==> config.mk <==
export PLATFORM = sky130hd
export DESIGN_NAME = mb_rtu_rx
export DESIGN_NICKNAME = d
export VERILOG_FILES = /design/src/rtl/mb_rtu_rx.sv
export SDC_FILE = /design/constraint.sdc
export NUM_CORES = 1
export LEC_CHECK = 0
export CAP_MARGIN = 20
export CORE_MARGIN = 2
export CORE_UTILIZATION = 25
export CTS_BUF_LIST = sky130_fd_sc_hd__clkbuf_8 sky130_fd_sc_hd__clkbuf_16
export DETAILED_ROUTE_END_ITERATION = 10
export GPL_TIMING_DRIVEN = 0
export PLACE_DENSITY = 0.41
export SLEW_MARGIN = 40
export SYNTH_ARGS = -nofsm -noshare
export SYNTH_HDL_FRONTEND = slang
export SYNTH_SLANG_ARGS = --single-unit
export TNS_END_PERCENT = 10
==> constraint.sdc <==
create_clock -name clk -period 9.3 [get_ports clk]
set_clock_uncertainty 0.2 [all_clocks]
set_input_delay 2.325 -clock clk [delete_from_list [all_inputs] [get_ports clk]]
set_output_delay 2.325 -clock clk [all_outputs]
set_load 0.05 [all_outputs]
==> src/rtl/mb_rtu_rx.sv <==
// Modbus RTU request receiver: parses function 0x03/0x10 requests, checks CRC-16 and inter-frame timing.
// Optional build macro MB_RX_BROADCAST_EN accepts address 0x00 for function 0x10 and adds the bcast output.
module mb_rtu_rx #(
   parameter logic [7:0] SLAVE_ID = 8'h01,
   parameter int         T35_CLKS = 200000,
   parameter int         MAX_REGS = 123
) (
   input  logic        clk,
   input  logic        rst,
   input  logic        rx_valid,
   input  logic [7:0]  rx_data,
   output logic        busy,
   output logic        wr_data_valid,
   output logic [7:0]  wr_data,
   output logic [7:0]  wr_data_idx,
   output logic        frame_valid,
   output logic [7:0]  mb_fun,
   output logic [15:0] mb_addr,
   output logic [15:0] mb_num,
   output logic        frame_err,
`ifdef MB_RX_BROADCAST_EN
   output logic        bcast,
`endif
   output logic [2:0]  err_code
);

   localparam int GW = $clog2(T35_CLKS + 1);

   localparam logic [2:0] ERR_CRC     = 3'd1;
   localparam logic [2:0] ERR_FUN     = 3'd2;
   localparam logic [2:0] ERR_LEN     = 3'd3;
   localparam logic [2:0] ERR_TIMEOUT = 3'd4;
   localparam logic [2:0] ERR_EXTRA   = 3'd5;

   typedef enum logic [3:0] {
      IDLE, FUN, FIELDS, BYTECNT, DATA, CRC, ERR_WAIT, DISCARD, WAIT_GAP
   } state_t;

   state_t        state, state_next;
   logic [GW-1:0] gap_cnt;
   logic          gap_evt;
   logic [15:0]   crc, crc_base, crc_next;
   logic [31:0]   fields;
   logic [15:0]   qty_next;
   logic [7:0]    fun_r;
   logic [1:0]    field_cnt;
   logic [7:0]    byte_cnt;
   logic [7:0]    data_idx;
   logic          crc_cnt;
   logic          bcast_r;
   logic          bcast_hit;
   logic          err_set, ok_set, wr_set;
   logic [2:0]    err_next;

   // Bitwise reflected CRC-16 (poly 0xA001) over one byte.
   function automatic logic [15:0] crc_byte(input logic [15:0] c, input logic [7:0] b);
      logic [15:0] r;
      r = c ^ {8'h00, b};
      for (int i = 0; i < 8; i++)
         r = r[0] ? ((r >> 1) ^ 16'hA001) : (r >> 1);
      return r;
   endfunction

`ifdef MB_RX_BROADCAST_EN
   assign bcast_hit = (rx_data == 8'h00);
`else
   assign bcast_hit = 1'b0;
   assign bcast_r   = 1'b0;
`endif

   assign gap_evt  = (gap_cnt == GW'(T35_CLKS));
   assign crc_base = (state == IDLE) ? 16'hFFFF : crc;
   assign crc_next = crc_byte(crc_base, rx_data);
   assign qty_next = {fields[7:0], rx_data};
   assign busy     = (state != IDLE);

   always_ff @(posedge clk or posedge rst) begin
      if (rst) state <= IDLE;
      else     state <= state_next;
   end

   always_comb begin
      state_next = state;
      err_set    = 1'b0;
      err_next   = 3'd0;
      ok_set     = 1'b0;
      wr_set     = 1'b0;
      case (state)
         IDLE:
            if (rx_valid)
               state_next = (rx_data == SLAVE_ID || bcast_hit) ? FUN : DISCARD;
         FUN:
            if (rx_valid) begin
               if ((rx_data == 8'h03 && !bcast_r) || rx_data == 8'h10) begin
                  state_next = FIELDS;
               end else begin
                  state_next = ERR_WAIT;
                  err_set    = 1'b1;
                  err_next   = ERR_FUN;
               end
            end
         FIELDS:
            if (rx_valid && field_cnt == 2'd3) begin
               if (qty_next == 16'd0 || qty_next > 16'(MAX_REGS)) begin
                  state_next = ERR_WAIT;
                  err_set    = 1'b1;
                  err_next   = ERR_LEN;
               end else begin
                  state_next = (fun_r == 8'h10) ? BYTECNT : CRC;
               end
            end
         BYTECNT:
            if (rx_valid) begin
               if (rx_data == {fields[6:0], 1'b0}) begin
                  state_next = DATA;
               end else begin
                  state_next = ERR_WAIT;
                  err_set    = 1'b1;
                  err_next   = ERR_LEN;
               end
            end
         DATA:
            if (rx_valid) begin
               wr_set = 1'b1;
               if (data_idx == byte_cnt - 8'd1) state_next = CRC;
            end
         CRC:
            if (rx_valid && crc_cnt) begin
               state_next = WAIT_GAP;
               if (crc_next == 16'h0000) begin
                  ok_set = 1'b1;
               end else begin
                  err_set  = 1'b1;
                  err_next = ERR_CRC;
               end
            end
         ERR_WAIT, DISCARD:
            if (gap_evt) state_next = IDLE;
         WAIT_GAP:
            if (gap_evt) begin
               state_next = IDLE;
            end else if (rx_valid) begin
               err_set  = 1'b1;
               err_next = ERR_EXTRA;
            end
         default: state_next = IDLE;
      endcase
      // A byte in the same cycle as the gap keeps the frame alive; only true silence times out.
      if ((state == FUN || state == FIELDS || state == BYTECNT || state == DATA || state == CRC)
          && gap_evt && !rx_valid) begin
         state_next = IDLE;
         err_set    = 1'b1;
         err_next   = ERR_TIMEOUT;
      end
   end

   always_ff @(posedge clk or posedge rst) begin
      if (rst) begin
         gap_cnt       <= '0;
         crc           <= 16'hFFFF;
         fields        <= '0;
         fun_r         <= '0;
         field_cnt     <= '0;
         byte_cnt      <= '0;
         data_idx      <= '0;
         crc_cnt       <= 1'b0;
         wr_data_valid <= 1'b0;
         wr_data       <= '0;
         wr_data_idx   <= '0;
         frame_valid   <= 1'b0;
         mb_fun        <= '0;
         mb_addr       <= '0;
         mb_num        <= '0;
         frame_err     <= 1'b0;
         err_code      <= '0;
      end else begin
         if (rx_valid)                    gap_cnt <= '0;
         else if (!gap_evt)               gap_cnt <= gap_cnt + GW'(1);

         if (rx_valid) begin
            case (state)
               IDLE: begin
                  crc       <= crc_next;
                  field_cnt <= '0;
                  data_idx  <= '0;
                  crc_cnt   <= 1'b0;
               end
               FUN: begin
                  crc   <= crc_next;
                  fun_r <= rx_data;
               end
               FIELDS: begin
                  crc       <= crc_next;
                  fields    <= {fields[23:0], rx_data};
                  field_cnt <= field_cnt + 2'd1;
               end
               BYTECNT: begin
                  crc      <= crc_next;
                  byte_cnt <= rx_data;
               end
               DATA: begin
                  crc      <= crc_next;
                  data_idx <= data_idx + 8'd1;
               end
               CRC: begin
                  crc     <= crc_next;
                  crc_cnt <= 1'b1;
               end
               default: ;
            endcase
         end

         wr_data_valid <= wr_set;
         if (wr_set) begin
            wr_data     <= rx_data;
            wr_data_idx <= data_idx;
         end
         frame_valid <= ok_set;
         if (ok_set) begin
            mb_fun  <= fun_r;
            mb_addr <= fields[31:16];
            mb_num  <= fields[15:0];
         end
         frame_err <= err_set;
         if (err_set) err_code <= err_next;
      end
   end

`ifdef MB_RX_BROADCAST_EN
   always_ff @(posedge clk or posedge rst) begin
      if (rst) begin
         bcast_r <= 1'b0;
         bcast   <= 1'b0;
      end else begin
         if (rx_valid && state == IDLE) bcast_r <= bcast_hit;
         if (ok_set)                    bcast   <= bcast_r;
      end
   end
`endif

endmodule

# == Yosys cells after proc, flatten, opt, wreduce, memory -nomap -nowiden ==
# Index checks and enable logic that the tools add are counted.
# word_totals
out_inout_bits,63
register_bits,159
in_bits,11
wordCells,142
# op_classes
n_reduce_logical,28
n_eq_ne,25
muxes,57
bitwise,9
n_addsub,4
order_cmp,1
# op_table
op,n
16-bit two-way mux,9
18-bit two-way mux,2
4-bit two-way mux,9
16-bit zero test,2
4-bit case mux with 7 select lines,1
2-bit inverter with 3-bit output,8
3-bit two-way mux,7
"3-bit by 2-bit inequality test with 1-bit output, second input constant",7
"18-bit by 1-bit adder with 18-bit output, second input constant",1
"18-bit equality test, second input constant",1
1-bit two-way mux,17
"4-bit by 3-bit equality test with 1-bit output, second input constant",4
"8-bit by 5-bit equality test with 1-bit output, second input constant",2
8-bit equality test,2
"16-bit by 7-bit > comparator with 1-bit output, second input constant",1
8-bit case mux with 2 select lines,1
16-bit by 8-bit XOR with 16-bit output,1
3-bit case mux with 5 select lines,1
2-bit two-way mux,7
2-bit AND reduction,7
"8-bit by 1-bit adder with 8-bit output, second input constant",1
"4-bit by 2-bit equality test with 1-bit output, second input constant",2
"8-bit by 1-bit equality test with 1-bit output, second input constant",1
"8-bit by 2-bit equality test with 1-bit output, second input constant",1
other kinds (19),29

# == Logic depth before layout (Yosys ltp) ==
# Gate-level depths: netlist of run 1.
# logic_depth
word_depth,24
depth_mapped,14
ltp_nobuf,11

# == Least setup slack after synthesis of run 1 ==
# Ideal clock, no wire load.
# synth_path
path_type,input -> register
from,input rx_data[6]
to,register mb_addr[0]
path_slack_ns,3.733
setup_ns,0.125
path_stages,14
arrival_ns,5.242
n_path_buf,3
required_time_ns,8.975
path_cell_list,clkbuf_1 clkbuf_1 xnor2_1 xor2_1 xnor2_1 xnor2_1 xnor2_1 ha_1 xnor2_1 nand3_1 nor4_1 nand4_2 buf_6 mux2_4
# synth_between
elab_chain_len,14
# synth_rtl
element,line_no,text
start: declaration,11,"input logic [7:0] rx_data,"
16-bit by 8-bit XOR with 16-bit output *,58,"r = c ^ {8'h00, b};"
16-bit two-way mux * (5 in a row),60,r = r[0] ? ((r >> 1) ^ 16'hA001) : (r >> 1);
2-bit inverter with 3-bit output (no line),--,
16-bit two-way mux * (3 in a row),60,
via crc_next[15],42,"logic [15:0] crc, crc_base, crc_next;"
16-bit zero test *,130,if (crc_next == 16'h0000) begin
1-bit two-way mux *,130,
1-bit two-way mux *,128,if (rx_valid && crc_cnt) begin
1-bit two-way mux *,88,case (state)
end signal: assignment,221,mb_addr <= fields[31:16];
end: declaration,18,"output logic [15:0] mb_addr,"
# Mark *: on every way through the listed nets, which the timed path passes. The rest lies on a longest branch.
# A chain may end at the register's enable or synchronous reset.

# == Worst setup path in the final report of run 1 ==
# layout_path
from,input rx_data[5]
to,register mb_num[5]
# layout_between
elab_cells_between_ends,15
classes_between,mux: 11; bitwise: 3; reduce/logical: 1
# layout_rtl
element,line_no,text
16-bit by 8-bit XOR with 16-bit output *,58,
16-bit two-way mux * (4 in a row),60,
2-bit inverter with 3-bit output (no line),--,
16-bit two-way mux * (4 in a row),60,
via crc_next[15],42,
16-bit zero test *,130,
1-bit two-way mux *,130,
1-bit two-way mux *,128,
1-bit two-way mux *,88,
end signal: assignment,222,mb_num <= fields[15:0];
end: declaration,19,"output logic [15:0] mb_num,"
# Marks and branches as above.

==> results summary, run 1 <==
The dominant register cell in the synthesized netlist is dfrtp_1. The count of final hold-check violations came out at 0. Counting instances, the worst hold path has a depth of 2. Counting along the longest clock path gives a buffer depth of 2.

The die height came out at 182 um. dfrtp_1 takes more of the synthesized area than any other cell. The routed layout has 5850 vias. The fraction of the yosys area taken by sequential cells came out at 0.506.

The area growth from synthesis to layout is 23.7%. Port buffering added 69 buffers. The required time of the critical path is 9.41 ns. The first global-routing pass estimated 33.6 mm of wire.

The count of unresolved DRC violations after routing came out at 0. The number of register bits inferred by synthesis came out at 159. In the layout the commonest cells are nand2_1 (200), dfrtp_1 (143), clkdlybuf4s50_1 (69).

Ranked by total cell area, the synthesized netlist is headed by dfrtp_1 (45%), nand2_1 (9.5%), mux2_4 (7.6%). In this run the tightest slew margin relative to its limit is 0.434. The most common cell after layout, fill and taps aside is nand2_1.

The count of flip-flops with a built-in enable after synthesis is 0. Before antenna repair, the detailed router went through 5 iterations. For this run, the total global-route usage over all layers was measured as 0.130. The repair_antennas step left the layout with diodes totalling 0. In this run the most critical hold path is launched from crc[4]$_DFFE_PP1P_. After detailed routing, the total wire length is 20.6 mm. The number of global-route vias before repair came out at 5851. In this run the worst hold path is classified as register to register.

During synthesis, Yosys emitted a total of 0 warnings. The number of cells produced by synthesis came out at 794. At the pin with the least slew margin, the transition time is 0.846 ns. The final critical-path required period is 6.03 ns. The buffer cell driving the clock tree root is clkbuf_16.

After synthesis the cells add up to 7900 um^2. STA classifies the critical path endpoint as a register. Counting distinct cell types in the post-synthesis netlist gives 60. The post-CTS setup repair buffer count came out at 0. The post-synthesis area per instance is 9.94 um^2. The worst register-to-register path begins at state[0]$_DFFE_PP0P_.

After detailed placement, the total cell area comes to 9150 um^2. The number of standard cells in the final layout excluding fillers came out at 1299. After routing the design area is 9770 um^2.

The async set or reset register ratio after synthesis is 1.00. TritonCTS built the clock tree. The number of clock sinks came out at 159.

The number of filler instances in the final layout came out at 3217. The first routing iteration left 316 violations. The total die area is 33000 um^2. The number of standard-cell rows in the floorplan is 65. The register-to-register setup slack is 5.33 ns. The initial antenna violation count came out at 0. The critical path in this run is classified as primary input to register. STA classifies the critical path startpoint as a primary input. In this run, placement finished with an instance count of 1267. Hold timing on the final database bottoms out at a slack of 0.267 ns. The met2 routed wirelength is 9.51 mm.

The half-perimeter wire length after placement is 14.3 mm. The achievable frequency came out at 166 MHz. The last weighted congestion value of the routability-driven placer came out at 0.813. The share of final-layout standard cells stronger than drive strength 1 is 0.142. 74 I/O pins were placed.

The post-cts gate resize count came out at 0. The share of the synthesized area in the top cell type is 0.453. The total power per unit cell area is 293 nW/um^2.

The number of buffers added to fix hold violations after cts came out at 0. The number of endpoints failing setup at the final stage came out at 0. The total length of routed met3 wires is 413 um. In this run the remaining antenna-violating nets after routing total 0.

Setup repair after global routing left no endpoint under its margin. The per-cell via count in the routed design came out at 4.50. The number of buffers created by CTS is 17. The initial utilization of the core area, before any placement, comes to 0.252. The flow ran to the end, and the final reports show no timing, DRC or antenna violations. For hold timing, the worst endpoint is crc[4]$_DFFE_PP1P_.

The H-tree was split into 4 levels. The wire length per cell came out at 15.8 um. The clock reaches the later pin of the worst-skew pair after 0.43 ns. After clock tree synthesis, the clock-pin slew on the worst setup and hold paths is 0.08 ns. The number of nets produced by synthesis is 811. The horizontal extent of the die came out at 182 um.

The maximum net fanout on the critical path came out at 10. The worst vdd rail ir drop is 126 uV. For this design the static power due to leakage is 4.45 nW. In this run the critical register-to-register path is captured at mb_num[5]$_DFFE_PP0P_. The region available for standard cell placement spans 31300 um^2. The pin count of the biggest net entering global routing came out at 73. The launching element of the worst setup path is rx_data[5].

The count of max-cap constraint violations is 0. In the finished design, the share of the clock period the worst path needs comes to 0.648. The number of pins exceeding their max-slew limit in the final report is 0. For this run, the post-layout net count is 901. The top layer used by detailed routing is met4. The arrival time at the worst endpoint is 6.14 ns. The number of cells traversed by the worst register-to-register path came out at 14. For this run the aggregate overflow at the end of global routing stands at 0. The detailed-route wire length on metal 1 came out at 10.4 mm.
cells by family (layout without fill, tap and decap cells):
logic type | after synthesis | count (layout) | synth area share
buf+inv | 60 | 163 | 0.0355
xor+xnor | 68 | 68 | 0.0754
flops | 159 | 159 | 0.506
mux | 56 | 56 | 0.0989
compound gates | 89 | 89 | 0.0718
simple gates | 356 | 356 | 0.202
fa+ha+maj | 6 | 6 | 0.00951
synth_stat cells (3+ instances only):
| cell type | n |
|---|---|
| a21oi_1 | 12 |
| a22o_1 | 3 |
| a31oi_1 | 5 |
| and3_1 | 11 |
| buf_2 | 4 |
| buf_6 | 6 |
| clkbuf_1 | 32 |
| dfrtp_1 | 143 |
| dfstp_2 | 16 |
| ha_1 | 6 |
| inv_1 | 14 |
| mux2_2 | 16 |
| mux2_4 | 40 |
| nand2_1 | 200 |
| nand2b_1 | 5 |
| nand3_1 | 31 |
| nor2_1 | 51 |
| nor2b_1 | 3 |
| nor3_1 | 16 |
| nor4_1 | 17 |
| o21ai_0 | 39 |
| o22ai_1 | 4 |
| o31ai_1 | 3 |
| or3_1 | 3 |
| xnor2_1 | 38 |
| xor2_1 | 30 |
critical path, cell delays in order:
cell,delay (ns)
clkdlybuf4s50_1,0.67
buf_2,0.37
xnor2_1,0.22
xor2_1,0.20
xnor2_1,0.15
xnor2_1,0.17
xnor2_1,0.18
ha_1,0.32
xnor2_1,0.18
nand3_1,0.14
nor4_1,0.35
nand4_2,0.29
buf_6,0.27
mux2_4,0.30
report_power, final:
| group | switching [mW] | internal, mW | leakage, nW | total, mW |
|---|---|---|---|---|
| sequential | 0.161 | 0.894 | 2.09 | 1.06 |
| clock | 0.346 | 0.366 | 0.292 | 0.711 |
| combinational | 0.661 | 0.439 | 2.07 | 1.10 |
| total | 1.17 | 1.70 | 4.45 | 2.87 |
sequential cells by signal (all words and copies together), names as in the netlist, 4 cells and up:
name and cells:
byte_cnt 8, crc 16, data_idx 8, fields 32, fun_r 8, gap_cnt 18, mb_addr 16, mb_fun 8
mb_num 16, state 4, wr_data 8, wr_data_idx 8
worst max-delay path by stage:
stage                                         end  cells past startpoint
after floorplan           byte_cnt[0]$_DFFE_PP0P_                      1
after global placement       fun_r[2]$_DFFE_PP0P_                      2
after detailed placement   mb_addr[8]$_DFFE_PP0P_                     14
after CTS                   mb_num[5]$_DFFE_PP0P_                     14
after global routing        mb_num[7]$_DFFE_PP0P_                     14
final                       mb_num[5]$_DFFE_PP0P_                     14
area by class of cell:
| class | count | area, um^2 | share of cell area |
|---|---|---|---|
| buffer | 46 | 228 | 0.0233 |
| clock buffer | 17 | 425 | 0.0436 |
| clock inverter | 15 | 185 | 0.0190 |
| inverter | 14 | 60.1 | 0.00615 |
| multi-input combinational | 575 | 3620 | 0.371 |
| sequential | 159 | 4000 | 0.409 |
| tap | 402 | 503 | 0.0515 |
| timing repair buffer | 71 | 746 | 0.0763 |
metal layers:
layer | up-vias | track usage
met3 | 17 | 0.0217
met2 | 66 | 0.205
met4 | 0 | 0.0377
met5 | - | 0
li1 | 2874 | -
met1 | 2893 | 0.183
per-stage QoR:
stage	utilization	power [mW]	worst slack [ns]	TNS (ns)
finish	0.312	2.87	3.27	0
global route	0.312	3.08	3.01	0
CTS	0.312	2.90	3.24	0
detailed placement	0.292	2.18	2.79	0
global placement	0.290	2.17	-0.374	-51.07
floorplan	-	1.87	2.51	0
No activity file was read; power rests on OpenSTA's default activity.
==> run 2: changes to the inputs <==
--- a/config.mk
+++ b/config.mk
@@ -11,7 +11,7 @@
 export CTS_BUF_LIST = sky130_fd_sc_hd__clkbuf_8 sky130_fd_sc_hd__clkbuf_16
 export DETAILED_ROUTE_END_ITERATION = 10
 export GPL_TIMING_DRIVEN = 0
-export PLACE_DENSITY = 0.41
+export PLACE_DENSITY = 0.43
 export SLEW_MARGIN = 40
 export SYNTH_ARGS = -nofsm -noshare
 export SYNTH_HDL_FRONTEND = slang
==> constraint.sdc (replaced) <==
create_clock -name clk -period 4.85 [get_ports clk]
set_clock_uncertainty 0.2 [all_clocks]
set_input_delay 1.2125 -clock clk [delete_from_list [all_inputs] [get_ports clk]]
set_output_delay 1.2125 -clock clk [all_outputs]
set_load 0.05 [all_outputs]
==> results summary, run 2 (synthesis results as in run 1) <==
In this run the power density over the cells is 553 nW/um^2. In this run, CTS created clock tree buffers numbering 17. The worst vdd rail ir drop is 275 uV. Summing internal, switching and leakage power gives 5.49 mW. The path type of the worst setup path is primary input to register. The most heavily used metal layer in global routing is met2.

The leakage power figure is 4.52 nW. The die height came out at 182 um. The met2 layer usage reported by global route came out at 0.204. The final cell utilization of the core came out at 0.317. The number of cells traversed by the worst register-to-register path is 15. The met1 usage in global routing came out at 0.183. In the finished design, the share of the clock period the worst path needs comes to 0.925.

The final critical-path required period came out at 4.49 ns. After detailed routing, the number of remaining DRC violations is 0. Detailed placement finished with a half-perimeter wire length of 14.7 mm. The clock slew seen by the registers of the worst setup and hold paths came out at 0.07 ns. The share of final-layout standard cells stronger than drive strength 1 came out at 0.153. TritonCTS built the clock tree. The largest registers in the layout are fields (32), gap_cnt (18). The die covers 33000 um^2.

The clock latency on the worst-skew pair is 0.43 ns. The wire length per cell is 15.8 um. The maximum buffer depth of the clock tree came out at 2. The worst hold path endpoint is crc[13]$_DFFE_PP1P_. Setup slack on the worst reg-to-reg path comes out at 0.91 ns. The achievable frequency is 223 MHz.

The H-tree generated during clock tree synthesis spans 4 levels. Entering global routing, the biggest net connects 24 pins. The per-cell via count in the routed design is 4.54. For this design the top-level I/O count stands at 74. The number of flip-flops in the largest register came out at 32.

The flow ran to the end, and the final reports show no timing, DRC or antenna violations. The starting density of the core is 0.252. The headroom to the max-slew limit came out at 0.450. The total grt overflow is 0. The fraction of met3 tracks used by global routing came out at 0.0217. The type of element capturing the critical path is a register. The number of clock sinks is 159.

In the global route stage, overall resource usage came out at 0.131. The number of vias after detailed routing is 5927. The library cells used most frequently in the layout, excluding fill and tap cells, are nand2_1 (200), dfrtp_1 (143), clkdlybuf4s50_1 (68). After detailed routing, the total wire length is 20.7 mm.

The last weighted congestion value of the routability-driven placer is 0.810. Data on the critical path arrives at its endpoint at 4.60 ns. The number of endpoints failing setup at the final stage came out at 0.

The maximum net fanout on the critical path is 10. The first-pass iteration count of the detailed router came out at 5. The terminus of the critical flop-to-flop path is mb_num[6]$_DFFE_PP0P_.

The worst setup path is launched from a primary input. The count of final hold-check violations is 0. The first-pass GRT wire length is 34.1 mm.

The final-stage net count is 908. The number of global-route vias before repair came out at 5930. The horizontal extent of the die is 182 um. The core box area is 31300 um^2.

The worst min-delay path startpoint is crc[13]$_DFFE_PP1P_. The root buffer cell chosen for the clock tree is clkbuf_16. The number of pins exceeding their max-slew limit in the final report was 0. Setup repair after global routing left no endpoint under its margin. Input and output buffers added on the ports amount to 69. The initial antenna violation count was 0. Counting flops per register, the top entry is fields. The antenna diode count came out at 0. The library cell used most frequently in the layout, excluding fill and tap cells, is nand2_1. The pin slew with the least headroom to its limit came out at 0.825 ns. The number of standard-cell rows in the floorplan came out at 65. The startpoint identified for the worst register-to-register timing path is state[0]$_DFFE_PP0P_. STA puts the critical path data required time at 4.97 ns. Max-cap violations in this run came to 0.

The path class of the tightest hold or removal check is register to register. The post-route antenna net violation count came out at 0. Counting instances, the worst hold path has a depth of 2.

The synthesis-to-finish area growth is 25.7%. The violation count after the first detailed-routing iteration is 332.
run 2: final cells by class:
cell class              count  area, um^2
inverters                  14        56.3
plain buffers              46         233
clock buffers              17         425
clock inverters            15         173
fillers                  3235       21400
repair buffers             78         906
flip-flops and latches    159        4000
multi-input cells         575        3630
well taps                 402         503
run 2: worst max path at each step:
stage,startpoint,endpoint,slack [ns],depth (start not counted)
after floorplan,rx_data[6],mb_addr[0]$_DFFE_PP0P_,0.40,14
after global placement,rx_data[5],mb_num[15]$_DFFE_PP0P_,-0.55,14
after detailed placement,rx_data[5],mb_addr[3]$_DFFE_PP0P_,-0.59,14
after CTS,rx_data[5],mb_addr[12]$_DFFE_PP0P_,0.09,15
after global routing,rx_data[6],mb_addr[13]$_DFFE_PP0P_,0.16,15
final,rx_data[4],mb_num[6]$_DFFE_PP0P_,0.36,14
run 2: through the flow:
step                      instances  instance area [um^2]  setup slack [ns]  TNS [ns]  hold WS, ns
after CTS                      1306                  9910            0.0932         0        0.266
final                          1306                  9930             0.364         0        0.263
after global placement         1265                  9090            -0.552    -55.67        0.256
after floorplan                 794                  7900             0.396         0        0.242
after global routing           1306                  9930             0.161         0        0.293
after detailed placement       1273                  9300            -0.590    -23.38        0.256
run 2: timing repair:
item / CTS / global route
endpoints found under the setup margin: 40 / 40
gates resized for setup: 2 / 4
hold buffers: 0 / 0
gates cloned: 0 / 0
buffers inserted: 1 / 0
pin swaps: 1 / 0
run 2: routing by layer:
metal / up-vias / part of all wire
met4: 0 / 0.021
met2: 88 / 0.46
met1: 2917 / 0.49
met5: - / 0
li1: 2894 / -
met3: 28 / 0.026
run 2: where the power goes:
part,leakage (nW),switching [mW],internal [mW]
Combinational,2.15,1.27,0.854
Clock,0.286,0.656,0.693
Sequential,2.09,0.308,1.71
Total,4.52,2.23,3.26
run 2: worst max-delay path, cell delays in order:
cell and delay [ns]:
clkdlybuf4s50_1 0.45, clkbuf_2 0.26, o21a_1 0.20, or2_4 0.27
xnor2_1 0.23, xnor2_1 0.19, ha_1 0.32, xnor2_1 0.17
nand3_1 0.15, nor4_1 0.38, nand4_2 0.11, buf_4 0.19
buf_6 0.17, mux2_4 0.30
==> run 3: changes to the inputs <==
--- a/config.mk
+++ b/config.mk
@@ -12,8 +12,9 @@
 export DETAILED_ROUTE_END_ITERATION = 10
 export GPL_TIMING_DRIVEN = 0
 export PLACE_DENSITY = 0.43
+export RECOVER_POWER = 100
 export SLEW_MARGIN = 40
 export SYNTH_ARGS = -nofsm -noshare
 export SYNTH_HDL_FRONTEND = slang
 export SYNTH_SLANG_ARGS = --single-unit
-export TNS_END_PERCENT = 10
+export TNS_END_PERCENT = 30
==> results summary, run 3 (synthesis results as in run 1) <==
The number of standard-cell rows in the floorplan came out at 65. Walking the worst path, the cells encountered are dlygate4sd3_1, clkbuf_1, xor2_1, ha_1, xnor2_1, nand3_1, nor4_1, nand4_2, buf_4, buf_6, mux2_1. The worst vdd rail ir drop came out at 274 uV. The power consumption came out at 5.44 mW. The maximum net fanout on the critical path came out at 10. The type of element capturing the critical path is a register. For this design the top-level I/O count stands at 74.

In the routed design, unresolved DRC markers number 0. The core box area is 31300 um^2. The total grt overflow came out at 0. The starting density of the core is 0.252. The critical path is of the primary input to register type.

The post-route antenna net violation count came out at 0. The number of vias after detailed routing came out at 5903. Once layout is done, the placed cells without fillers occupy 9680 um^2. The total area of sequential cells came out at 4000 um^2.

The most common cell after layout, fill and taps aside is nand2_1. In the final layout, the registers with the most flip-flops are fields (32), gap_cnt (18). Input and output buffers added on the ports amount to 69. The wire length per cell is 15.8 um. Using the TritonRoute via totals, the vias-per-cell ratio works out to 4.52. The achievable frequency came out at 220 MHz. TritonCTS built the clock tree. The clock slew seen by the registers of the worst setup and hold paths is 0.07 ns. In the global route stage, met1 resource usage came out at 0.183. The run finished with clean final reports. The number of global-route vias before repair is 5930. The category of cells accounting for the largest share of critical-path delay is buffers and inverters. The total die area is 33000 um^2. The first-pass iteration count of the detailed router came out at 5. The repair_antennas step left the layout with diodes totalling 0. The number of buffers added to fix hold violations after cts came out at 0. The pin count of the biggest net entering global routing came out at 24. The number of cells on the worst reg-to-reg path is 15. The total global routing track utilization came out at 0.131. The launching element of the worst setup path is rx_data[7]. The deepest level of the CTS H-tree is 4. The area growth from synthesis to layout is 22.7%.

The pin slew with the least headroom to its limit is 1.35 ns. Setup violations remaining at the end of the flow were counted as 0. The slowest stage of the critical path is the dlygate4sd3_1 cell. The clock latency on the worst-skew pair is 0.43 ns. For this block, the routed nets add up to 20.6 mm of wire.

After the last flow step, the layout net total stands at 908. The number of filler instances in the final layout came out at 3285. Across the run, the number of max-cap violations was 0.

The violation count after the first detailed-routing iteration is 299. Measured against its own limit, the worst slew margin works out to 0.103. Following the worst setup path forward leads to its endpoint at mb_num[3]$_DFFE_PP0P_.

The required time of the critical path came out at 4.96 ns. In the final layout, the multi-input gates occupy 3490 um^2. The critical path crosses 11 cells after its start point. Counting both buffers and inverters, the worst setup path holds a total of 4. The count of final hold-check violations came out at 0.

The buffer cell driving the clock tree root is clkbuf_16. The startpoint kind of the worst setup timing path is a primary input. The number of buffers created by CTS is 17. The horizontal extent of the die came out at 182 um. The most heavily used metal layer in global routing is met2. The final clock period utilization by the worst path came out at 0.938. The fraction of met3 tracks used by global routing is 0.0217. In this run the critical register-to-register path is captured at mb_num[3]$_DFFE_PP0P_.

The initial antenna violation count is 0. Data on the critical path arrives at its endpoint at 4.66 ns. Routability-driven placement finished with a final weighted congestion of 0.810. The final critical-path required period is 4.55 ns. The leakage power figure came out at 4.57 nW. The number of clock sinks came out at 159. The half-perimeter wire length after placement is 14.7 mm. The share of final-layout standard cells stronger than drive strength 1 came out at 0.108. The launching point of the worst reg2reg path is state[0]$_DFFE_PP0P_. The classification of the worst-slack hold path is register to register.

In this run the power density over the cells is 562 nW/um^2. The number of pins exceeding their max-slew limit in the final report is 0. The longest individual stage delay on the worst path is 0.68 ns. In the layout the commonest cells are nand2_1 (200), dfrtp_1 (143), dlygate4sd3_1 (65). Once placement finished, the instance area stood at 9300 um^2. The first-pass GRT wire length came out at 34.1 mm. For this run, global-route usage on met2 was measured as 0.204. Setup repair after global routing left no endpoint under its margin. The number of flip-flops in the largest register is 32. The register-to-register setup slack came out at 0.91 ns. The die height came out at 182 um. Counting flops per register, the top entry is fields. The maximum buffer depth of the clock tree is 2.
[run 3: changes by cell type in the layout (fill, tap and decap cells not counted), sizes merged]
cell	change
dlygate4sd3	+65
clkbuf	+6
buf	-6
clkdlybuf4s50	-65
[run 3: how the worst min path moves through the flow]
stage	endpoint	from	slack [ns]	depth (start not counted)
floorplan	crc[13]$_DFFE_PP1P_	crc[13]$_DFFE_PP1P_	0.24	2
global placement	crc[13]$_DFFE_PP1P_	crc[13]$_DFFE_PP1P_	0.26	2
detailed placement	crc[13]$_DFFE_PP1P_	crc[13]$_DFFE_PP1P_	0.26	2
CTS	crc[13]$_DFFE_PP1P_	crc[13]$_DFFE_PP1P_	0.27	2
global route	crc[4]$_DFFE_PP1P_	crc[4]$_DFFE_PP1P_	0.29	2
finish	crc[13]$_DFFE_PP1P_	crc[13]$_DFFE_PP1P_	0.26	2
[run 3: cell type report]
cell class | count | area share
clock inverters | 15 | 0.0178
well taps | 402 | 0.0519
plain buffers | 46 | 0.0240
multi-input cells | 575 | 0.361
inverters | 14 | 0.00556
repair buffers | 78 | 0.0832
flip-flops and latches | 159 | 0.413
clock buffers | 17 | 0.0439
[run 3: report_power, final]
part	total, mW	internal [mW]	switching [mW]
Combinational	2.08	0.816	1.26
Sequential	2.01	1.71	0.299
Clock	1.35	0.693	0.654
[run 3: per-layer routing]
metal / vias up / wire, um
li1: 2897 / -
met1: 2881 / 10000
met2: 97 / 9570
met3: 28 / 587
met4: 0 / 426
met5: - / 0
[run 3: what timing repair did]
| action | in CTS | in global routing |
|---|---|---|
| gates resized for setup | 2 | 4 |
| setup buffers | 1 | 0 |
| endpoints found under the setup margin | 40 | 40 |
| pin swaps | 1 | 0 |
[run 3: through the flow]
stage,setup TNS (ns),cells,util,setup WS [ns],hold slack [ns]
2_1_floorplan,0,794,-,0.396,0.242
3_3_place_gp,-55.67,1265,0.290,-0.552,0.256
3_5_place_dp,-23.38,1273,0.297,-0.590,0.256
4_1_cts,0,1306,0.317,0.0932,0.266
5_1_grt,0,1306,0.309,0.0870,0.293
6_report,0,1306,0.309,0.301,0.263
[run 3: worst min-delay path: cells and delay by family, from the launching register on]
kind	cells	cell delay, ns
simple gates	2	0.09
flops	1	0.38
